`config.mk`:
```
export PLATFORM = sky130hd
export DESIGN_NAME = usb_tx_encoder
export DESIGN_NICKNAME = d
export VERILOG_FILES = /design/src/rtl/usb_tx_pkg.sv /design/src/rtl/usb_tx_bit_timer.sv /design/src/rtl/usb_tx_encoder.sv
export SDC_FILE = /design/constraint.sdc
export NUM_CORES = 1
export LEC_CHECK = 0
export CAP_MARGIN = 15
export CORE_AREA = 2 2 41 43
export DETAILED_ROUTE_END_ITERATION = 16
export DIE_AREA = 0 0 43 45
export PLACE_DENSITY = 0.87
export REMOVE_ABC_BUFFERS = 1
export SYNTH_ARGS = -nofsm -noshare
export SYNTH_HDL_FRONTEND = slang
export SYNTH_SLANG_ARGS = --single-unit
```
`constraint.sdc`:
```
create_clock -name clk -period 4.5 [get_ports clk]
set_clock_uncertainty 0.15 [all_clocks]
set_input_delay 0.45 -clock clk [delete_from_list [all_inputs] [get_ports clk]]
set_output_delay 0.45 -clock clk [all_outputs]
set_load 0.02 [all_outputs]
```
`src/rtl/usb_tx_pkg.sv`:
```
// USB full-speed TX encoder shared types: FSM states and line symbols.
// USB_TX_SYNC_GEN_EN adds the SYNC generation state.
package usb_tx_pkg;

`ifdef USB_TX_SYNC_GEN_EN
  typedef enum logic [2:0] {
    ST_IDLE,
    ST_DATA,
    ST_SE0A,
    ST_SE0B,
    ST_EOPJ,
    ST_SYNC
  } tx_state_t;

  // NRZI source bits of SYNC, LSB first: KJKJKJKK
  localparam logic [7:0] SYNC_BYTE = 8'h80;
`else
  typedef enum logic [2:0] {
    ST_IDLE,
    ST_DATA,
    ST_SE0A,
    ST_SE0B,
    ST_EOPJ
  } tx_state_t;
`endif

  // {dplus, dminus}
  localparam logic [1:0] LINE_J   = 2'b10;
  localparam logic [1:0] LINE_K   = 2'b01;
  localparam logic [1:0] LINE_SE0 = 2'b00;

endpackage

```
`src/rtl/usb_tx_bit_timer.sv`:
```
// Wrapping bit-period counter; boundary marks the last cycle of a period.
module usb_tx_bit_timer #(
  parameter int unsigned CLKS_PER_BIT = 8
) (
  input  logic clk,
  input  logic n_rst,
  input  logic load,
  input  logic en,
  output logic boundary
);

  localparam int unsigned W = $clog2(CLKS_PER_BIT);
  localparam logic [W-1:0] MAX = W'(CLKS_PER_BIT - 1);

  logic [W-1:0] cnt_q;
  logic [W-1:0] cnt_d;

  always_comb begin
    cnt_d = cnt_q;
    if (load) begin
      cnt_d = MAX;
    end else if (en) begin
      cnt_d = (cnt_q == MAX) ? '0 : cnt_q + W'(1);
    end
  end

  always_ff @(posedge clk) begin
    if (!n_rst) begin
      cnt_q <= '0;
    end else begin
      cnt_q <= cnt_d;
    end
  end

  assign boundary = (cnt_q == MAX);

endmodule

```
`src/rtl/usb_tx_encoder.sv`:
```
// USB FS TX line encoder: bit stuffing, NRZI, EOP, PtS pacing.
// USB_TX_SYNC_GEN_EN: emit SYNC (KJKJKJKK) before the first data bit.
module usb_tx_encoder #(
  parameter int unsigned CLKS_PER_BIT = 8,
  parameter int unsigned STUFF_LEN    = 6
) (
  input  logic clk,
  input  logic n_rst,
  input  logic tx_start,
  input  logic serial_in,
  input  logic eop_req,
  output logic bit_strobe,
  output logic dplus_out,
  output logic dminus_out,
  output logic busy,
  output logic eop_done
);

  import usb_tx_pkg::*;

  localparam int unsigned OW = $clog2(STUFF_LEN + 1);
  localparam logic [OW-1:0] STUFF_MAX = OW'(STUFF_LEN);

  tx_state_t state_q;
  tx_state_t state_d;
  logic level_q;
  logic level_d;
  logic [OW-1:0] ones_q;
  logic [OW-1:0] ones_d;
  logic [1:0] line_q;
  logic [1:0] line_d;
  logic strobe_q;
  logic strobe_d;
  logic done_q;
  logic done_d;
  logic consume;
  logic bnd;
  logic timer_load;
  logic timer_en;
`ifdef USB_TX_SYNC_GEN_EN
  logic [2:0] sync_q;
  logic [2:0] sync_d;
`endif

  assign timer_load = (state_q == ST_IDLE) && tx_start;
  assign timer_en   = (state_q != ST_IDLE);

  usb_tx_bit_timer #(
    .CLKS_PER_BIT(CLKS_PER_BIT)
  ) u_timer (
    .clk     (clk),
    .n_rst   (n_rst),
    .load    (timer_load),
    .en      (timer_en),
    .boundary(bnd)
  );

  always_ff @(posedge clk) begin
    if (!n_rst) begin
      state_q  <= ST_IDLE;
      level_q  <= 1'b1;
      ones_q   <= '0;
      line_q   <= LINE_J;
      strobe_q <= 1'b0;
      done_q   <= 1'b0;
`ifdef USB_TX_SYNC_GEN_EN
      sync_q   <= '0;
`endif
    end else begin
      state_q  <= state_d;
      level_q  <= level_d;
      ones_q   <= ones_d;
      line_q   <= line_d;
      strobe_q <= strobe_d;
      done_q   <= done_d;
`ifdef USB_TX_SYNC_GEN_EN
      sync_q   <= sync_d;
`endif
    end
  end

  // level_q is the NRZI line level: 1 = J, 0 = K
  always_comb begin
    state_d = state_q;
    level_d = level_q;
    ones_d  = ones_q;
    consume = 1'b0;
`ifdef USB_TX_SYNC_GEN_EN
    sync_d  = sync_q;
`endif
    unique case (state_q)
      ST_IDLE: begin
        if (tx_start) begin
          ones_d  = '0;
          level_d = 1'b1;
`ifdef USB_TX_SYNC_GEN_EN
          sync_d  = '0;
          state_d = ST_SYNC;
`else
          state_d = ST_DATA;
`endif
        end
      end
`ifdef USB_TX_SYNC_GEN_EN
      ST_SYNC: begin
        if (bnd) begin
          sync_d = sync_q + 3'd1;
          if (SYNC_BYTE[sync_q]) begin
            ones_d  = OW'(1);
            state_d = ST_DATA;
          end else begin
            level_d = ~level_q;
          end
        end
      end
`endif
      ST_DATA: begin
        if (bnd) begin
          if (ones_q == STUFF_MAX) begin
            level_d = ~level_q;
            ones_d  = '0;
          end else if (eop_req) begin
            state_d = ST_SE0A;
          end else begin
            consume = 1'b1;
            if (serial_in) begin
              ones_d = ones_q + OW'(1);
            end else begin
              level_d = ~level_q;
              ones_d  = '0;
            end
          end
        end
      end
      ST_SE0A: begin
        if (bnd) state_d = ST_SE0B;
      end
      ST_SE0B: begin
        if (bnd) begin
          state_d = ST_EOPJ;
          level_d = 1'b1;
        end
      end
      ST_EOPJ: begin
        if (bnd) state_d = ST_IDLE;
      end
      default: state_d = ST_IDLE;
    endcase
  end

  always_comb begin
    line_d   = line_q;
    strobe_d = 1'b0;
    done_d   = 1'b0;
    if (bnd && (state_q != ST_IDLE)) begin
      strobe_d = consume;
      done_d   = (state_q == ST_EOPJ);
      unique case (1'b1)
        (state_d == ST_SE0A),
        (state_d == ST_SE0B): line_d = LINE_SE0;
        default:              line_d = level_d ? LINE_J : LINE_K;
      endcase
    end
  end

  assign dplus_out  = line_q[1];
  assign dminus_out = line_q[0];
  assign bit_strobe = strobe_q;
  assign eop_done   = done_q;
  assign busy       = (state_q != ST_IDLE);

endmodule
```
==> impl_metrics.yaml, run 1 <==
status:
  outcome: "finished clean"
logic_synthesis:
  synth_edf_count: 0
  async_reset_ff_share_pct: 0
  yosysUniqueCellTypes: 32
  ys_warn_count: 0
  synth_most_common_cell: "dfxtp_1"
  synth_top_cell_by_area: "dfxtp_1"
  netlist.area_leader.share_pct: 36.2
  syn_area_sq_um: 773
  syn_avg_cell_area_sq_um: 8.14
  yosysSeqAreaShare_pct: 36.2
  synth_commonest_cells: "dfxtp_1 (14), nor2_1 (11), nand2_1 (10)"
  synthTopCellsByArea: "dfxtp_1 (36%), ha_1 (8.1%), nor2_1 (5.3%)"
  ys_ff_latch: 14
  synthCells: 95
  synth_flop_cell: "dfxtp_1"
die:
  die_w_microns: 43
  initial_core_util_pct: 52.6
  die-area_sq_um: 1940
  core-area_sq_um: 1470
  ios: 10
  core.rowCount: 14
  die-height_microns: 45
pwr:
  vdd_ir_drop_max_mv: 0.184
  power_density_nw_per_um2: 303
  leakagePower_nw: 0.347
worst_setup_path:
  path_class: "reg -> out"
  arrival_ps: 1930
  rrSetupSlack_ps: 2310
  r2r_cells: 6
  crit_fanout: 17
  cp-end-kind: "output pin"
  worstPathRequired_ps: 3900
  crit_path_start_kind: "flop"
  rr_startpoint: "u_timer.cnt_q[0]"
  timing.rr.end: "ones_q[1]"
route:
  vias: 678
  dr.pass1.iters: 4
  drt-vias-per-instance: 5.75
  routed_wl_mm: 1.43
  drt-initial-drc-count: 15
  wire_per_inst_microns: 12.1
  post-route-drc-count: 0
  ant_nets: 0
clock_network:
  cts-buffers-inserted: 3
  cts_max_level: 1
  clkTransAtPathRegs_ps: 90
  cts_hold_buf: 0
  root_buffer: "clkbuf_4"
  numClockSinks: 14
  cts_tree: "done"
  clockBufferDepth: 2
  cts_setup_buffers: 0
  cts_resized: 0
  clk_latency_ps: 280
timing:
  rsz0062_at_grt: "false"
  fmax_ghz: 0.395
  relSlewSlack_pct: 63.8
  min_period_ps: 2530
  finalSetupViolations: 0
  fin_tns_setup_ps: 0
  worst_pin_slew_ps: 543
  post-route-period-util_pct: 56.3
  slew_viol_final: 0
  hold_viol_final: 0
layout:
  nFillCells: 136
  layout-drive-gt1-share_pct: 5.88
  stdcell_area_sq_um: 882
  nNetsFinal: 113
  area_growth_pct: 14.1
  antenna_cells: 0
placed_design:
  placed_area_sq_um: 846
  dp_hpwl_mm: 1.05
  routabilityCongestion: 0.763
  portBuffers: 9
min_path:
  worstHoldStart: "line_q[1]"
  hold_end: "line_q[1]"
  holdPathStages: 2
  hp-class: "reg -> reg"
grt:
  grt_pass1_vias: 589
  grtUsageTotal_pct: 16.9
  grt_pass1_wl_mm: 2.50
  antenna_found_initial: 0
  grt_max_degree: 18
  grt_overflow: 0
job:
  cap_violations: 0
metrics by stage:
step / instances / hold slack, ps / power (mW) / util, % / setup slack (ps)
floorplan: 89 / 311 / 0.165 / - / 2500
global placement: 114 / 317 / 0.177 / 57.5 / 2280
detailed placement: 114 / 322 / 0.178 / 57.5 / 2210
CTS: 118 / 340 / 0.269 / 59.9 / 1970
global route: 118 / 379 / 0.280 / 59.9 / 1850
finish: 118 / 334 / 0.267 / 59.9 / 1970
kinds of logic (layout without fill, tap and decap cells):
group	count (synthesis)	after routing	share of synthesized area, %
buf+inv	12	19	7.77
xor+xnor	1	1	1.13
compound gates	23	23	21.0
simple gates	39	39	24.4
flops	14	14	36.2
mux	1	1	1.29
fa+ha+maj	5	5	8.09
cells in the final DEF (no fill, tap or decap), types with 5 or more instances in the layout:
| master | Yosys | final |
|---|---|---|
| nand2_1 | 10 | 10 |
| dfxtp_1 | 14 | 14 |
| ha_1 | 5 | 5 |
| clkdlybuf4s50_1 | 0 | 9 |
| nor2_1 | 11 | 11 |
| nor3_1 | 5 | 5 |
| a21oi_1 | 6 | 6 |
| inv_1 | 6 | 6 |
sequential cells by signal (all words and copies together), names as in the netlist:
name	count
bit_strobe	1
eop_done	1
level_q	1
line_q	2
ones_q	3
state_q	3
u_timer.cnt_q	3
routing by layer:
metal  part of all wire, %  vias to the layer above  GRT usage (%)  wire length, microns
li1                      -                      355              -                     -
met1                    48                      307           22.1                   690
met2                    47                       12           28.2                   677
met3                   2.5                        4           2.40                    36
met4                   1.7                        0           7.27                    25
met5                     0                        -              0                     0
critical path, cell delays in order, from the launching register on:
cell and delay [ps]:
dfxtp_1 670, or3_1 330, clkdlybuf4s50_1 650
worst max-delay path by stage:
stage	start	depth (start not counted)	to	slack (ps)
after floorplan	u_timer.cnt_q[0]	6	ones_q[1]	2500
after detailed placement	tx_start	5	ones_q[1]	2210
final	state_q[0]	2	busy	1970
after global routing	state_q[0]	2	busy	1850
after CTS	state_q[0]	2	busy	1970
after global placement	tx_start	5	ones_q[1]	2280
power by group:
part / switching, mW / internal [mW] / total (mW)
logic: 0.0202 / 0.0188 / 0.0391
registers: 0.00718 / 0.129 / 0.136
clock network: 0.0423 / 0.0493 / 0.0916
final cells by class:
class                      count  area (sq um)  area share, %
inverter                       6          22.5           2.55
clock buffer                   4          36.3           4.11
sequential                    14           280           31.8
tap                           16          20.0           2.27
multi-input combinational     69           433           49.1
timing repair buffer           9          90.1           10.2
Note: power is estimated with default switching activity, not from simulation.
==> inputs of run 2 (changes only) <==
CORE_AREA = 2 2 44 46   (was 2 2 41 43)
DIE_AREA = 0 0 46 48   (was 0 0 43 45)
PLACE_DENSITY = 0.81   (was 0.87)
clock period = 2.1 ns   (was 4.5 ns; I/O delays follow)
==> run 2 against run 1 <==
Net effect:
- wire length increased by 8.8%
- sequential power increased by 110%
- non-clock buffer count increased by 5
- largest cell class unchanged
==> impl_metrics.yaml, run 2 (synthesized netlist as in run 1, its figures left out) <==
route:
  drt-initial-drc-count: 12
  wire_per_inst_microns: 12.5
  dr.pass1.iters: 5
  vias: 700
  drt-vias-per-instance: 5.65
  ant_nets: 0
  post-route-drc-count: 0
  routed_wl_mm: 1.56
timing:
  finalSetupViolations: 0
  hold_viol_final: 0
  fin_tns_setup_ps: 0
  relSlewSlack_pct: 75.8
  rsz0062_at_grt: "false"
  post-route-period-util_pct: 89.8
  slew_viol_final: 0
  fmax_ghz: 0.530
  min_period_ps: 1890
  worst_pin_slew_ps: 363
die:
  ios: 10
  die-area_sq_um: 2210
  die_w_microns: 46
  core-area_sq_um: 1690
  die-height_microns: 48
  initial_core_util_pct: 45.8
  core.rowCount: 15
layout:
  largestRegisters: "ones_q x3, state_q x3, u_timer.cnt_q x3"
  nNetsFinal: 118
  antenna_cells: 0
  layout-drive-gt1-share_pct: 10.3
  stdcell_area_sq_um: 923
  final_common_cell: "dfxtp_1"
  final_cell_mix: "dfxtp_1 (14), nor2_1 (11), nand2_1 (10), clkdlybuf4s50_1 (8)"
  seqCellArea_sq_um: 280
  multiInputGateArea_sq_um: 433
  nFillCells: 148
  area_growth_pct: 19.4
grt:
  grt_pass1_vias: 578
  grtUsageTotal_pct: 16.0
  grt_pass1_wl_mm: 2.50
  grt_overflow: 0
  antenna_found_initial: 0
  grt_max_degree: 13
placed_design:
  dp_hpwl_mm: 1.19
  portBuffers: 9
  routabilityCongestion: 0.803
  placed_area_sq_um: 885
worst_setup_path:
  rr_startpoint: "u_timer.cnt_q[0]"
  path_common_cell: "ha_1"
  crit_fanout: 6
  path_delay_family: "compound AO/OA/AOI/OAI gates"
  cp_slowest_stage_delay_ps: 390
  arrival_ps: 1960
  cp-end-kind: "flop"
  path_class: "reg -> reg"
  critPathBufInv: 0
  startpoint: "u_timer.cnt_q[0]"
  path_cells: "ha_1 > ha_1 > mux2i_1 > a311o_1 > or3_1 > a21oi_2"
  crit_slowest_cell: "a311o_1"
  crit_path_start_kind: "flop"
  r2r_cells: 6
  cp_num_cells: 6
  worstPathRequired_ps: 2170
pwr:
  power_density_nw_per_um2: 633
  leakagePower_nw: 0.386
  power_mw: 0.585
  vdd_ir_drop_max_mv: 0.323
status:
  outcome: "finished clean"
clock_network:
  cts_tree: "done"
  clkTransAtPathRegs_ps: 90
  numClockSinks: 14
  root_buffer: "clkbuf_4"
  cts_max_level: 1
  clk_latency_ps: 280
  cts-buffers-inserted: 3
  clockBufferDepth: 2
  cts_hold_buf: 0
min_path:
  worstHoldStart: "line_q[1]"
  hp-class: "reg -> reg"
  holdPathStages: 2
job:
  cap_violations: 0
[run 2: cell count changes in the layout (fill, tap and decap cells not counted)]
cell,delta
buf_4,+5
clkdlybuf4s50_1,-1
dlymetal6s2s_1,+1
[run 2: stage by stage]
| stage | hold WS (ps) | instances | utilization (%) | worst slack (ps) |
|---|---|---|---|---|
| floorplan | 122 | 89 | - | 96.3 |
| global placement | 324 | 120 | 52.4 | 193 |
| detailed placement | 333 | 120 | 52.4 | 142 |
| CTS | 346 | 124 | 54.5 | 13.9 |
| global route | 381 | 124 | 54.7 | 74.8 |
| finish | 346 | 124 | 54.7 | 214 |
[run 2: final timing paths]
kind / endpoint / slack, ps
worst max-delay path: ones_q[1] / 210
worst min-delay path: line_q[1] / 350
worst max register to register: ones_q[1] / 210
worst min register to register: line_q[1] / 350
[run 2: final cells by class]
type                            count  share of cell area [%]
Tap cell                           17                    2.30
Clock buffer                        4                    3.93
Multi-Input combinational cell     69                    46.9
Inverter                            6                    2.44
Sequential cell                    14                    30.4
Timing Repair Buffer               14                    14.1
[run 2: where the power goes]
part | leakage, nW | switching [mW] | internal [mW] | total [mW]
Combinational | 0.251 | 0.0538 | 0.0488 | 0.103
Sequential | 0.114 | 0.00914 | 0.277 | 0.286
Clock | 0.0210 | 0.0908 | 0.105 | 0.196
Total | 0.386 | 0.154 | 0.431 | 0.585
[run 2: worst register-to-register path: stages, from the launching register on]
cell and delay [ps]:
dfxtp_1 360, ha_1 180, ha_1 170, mux2i_1 70, a311o_1 390, or3_1 380, a21oi_2 130
[run 2: timing repair]
item	4_1_cts	5_1_grt
buffers inserted	0	0
resized for setup	0	1
endpoints found under the setup margin	0	1
[run 2: routing by layer]
metal  part of all wire (%)  track usage, %  vias to the layer above
met5                      0               0                        -
met2                     46            26.1                       16
met1                     47            19.6                      314
met4                    2.0            8.57                        0
met3                    4.5            3.77                        4
li1                       -               -                      366
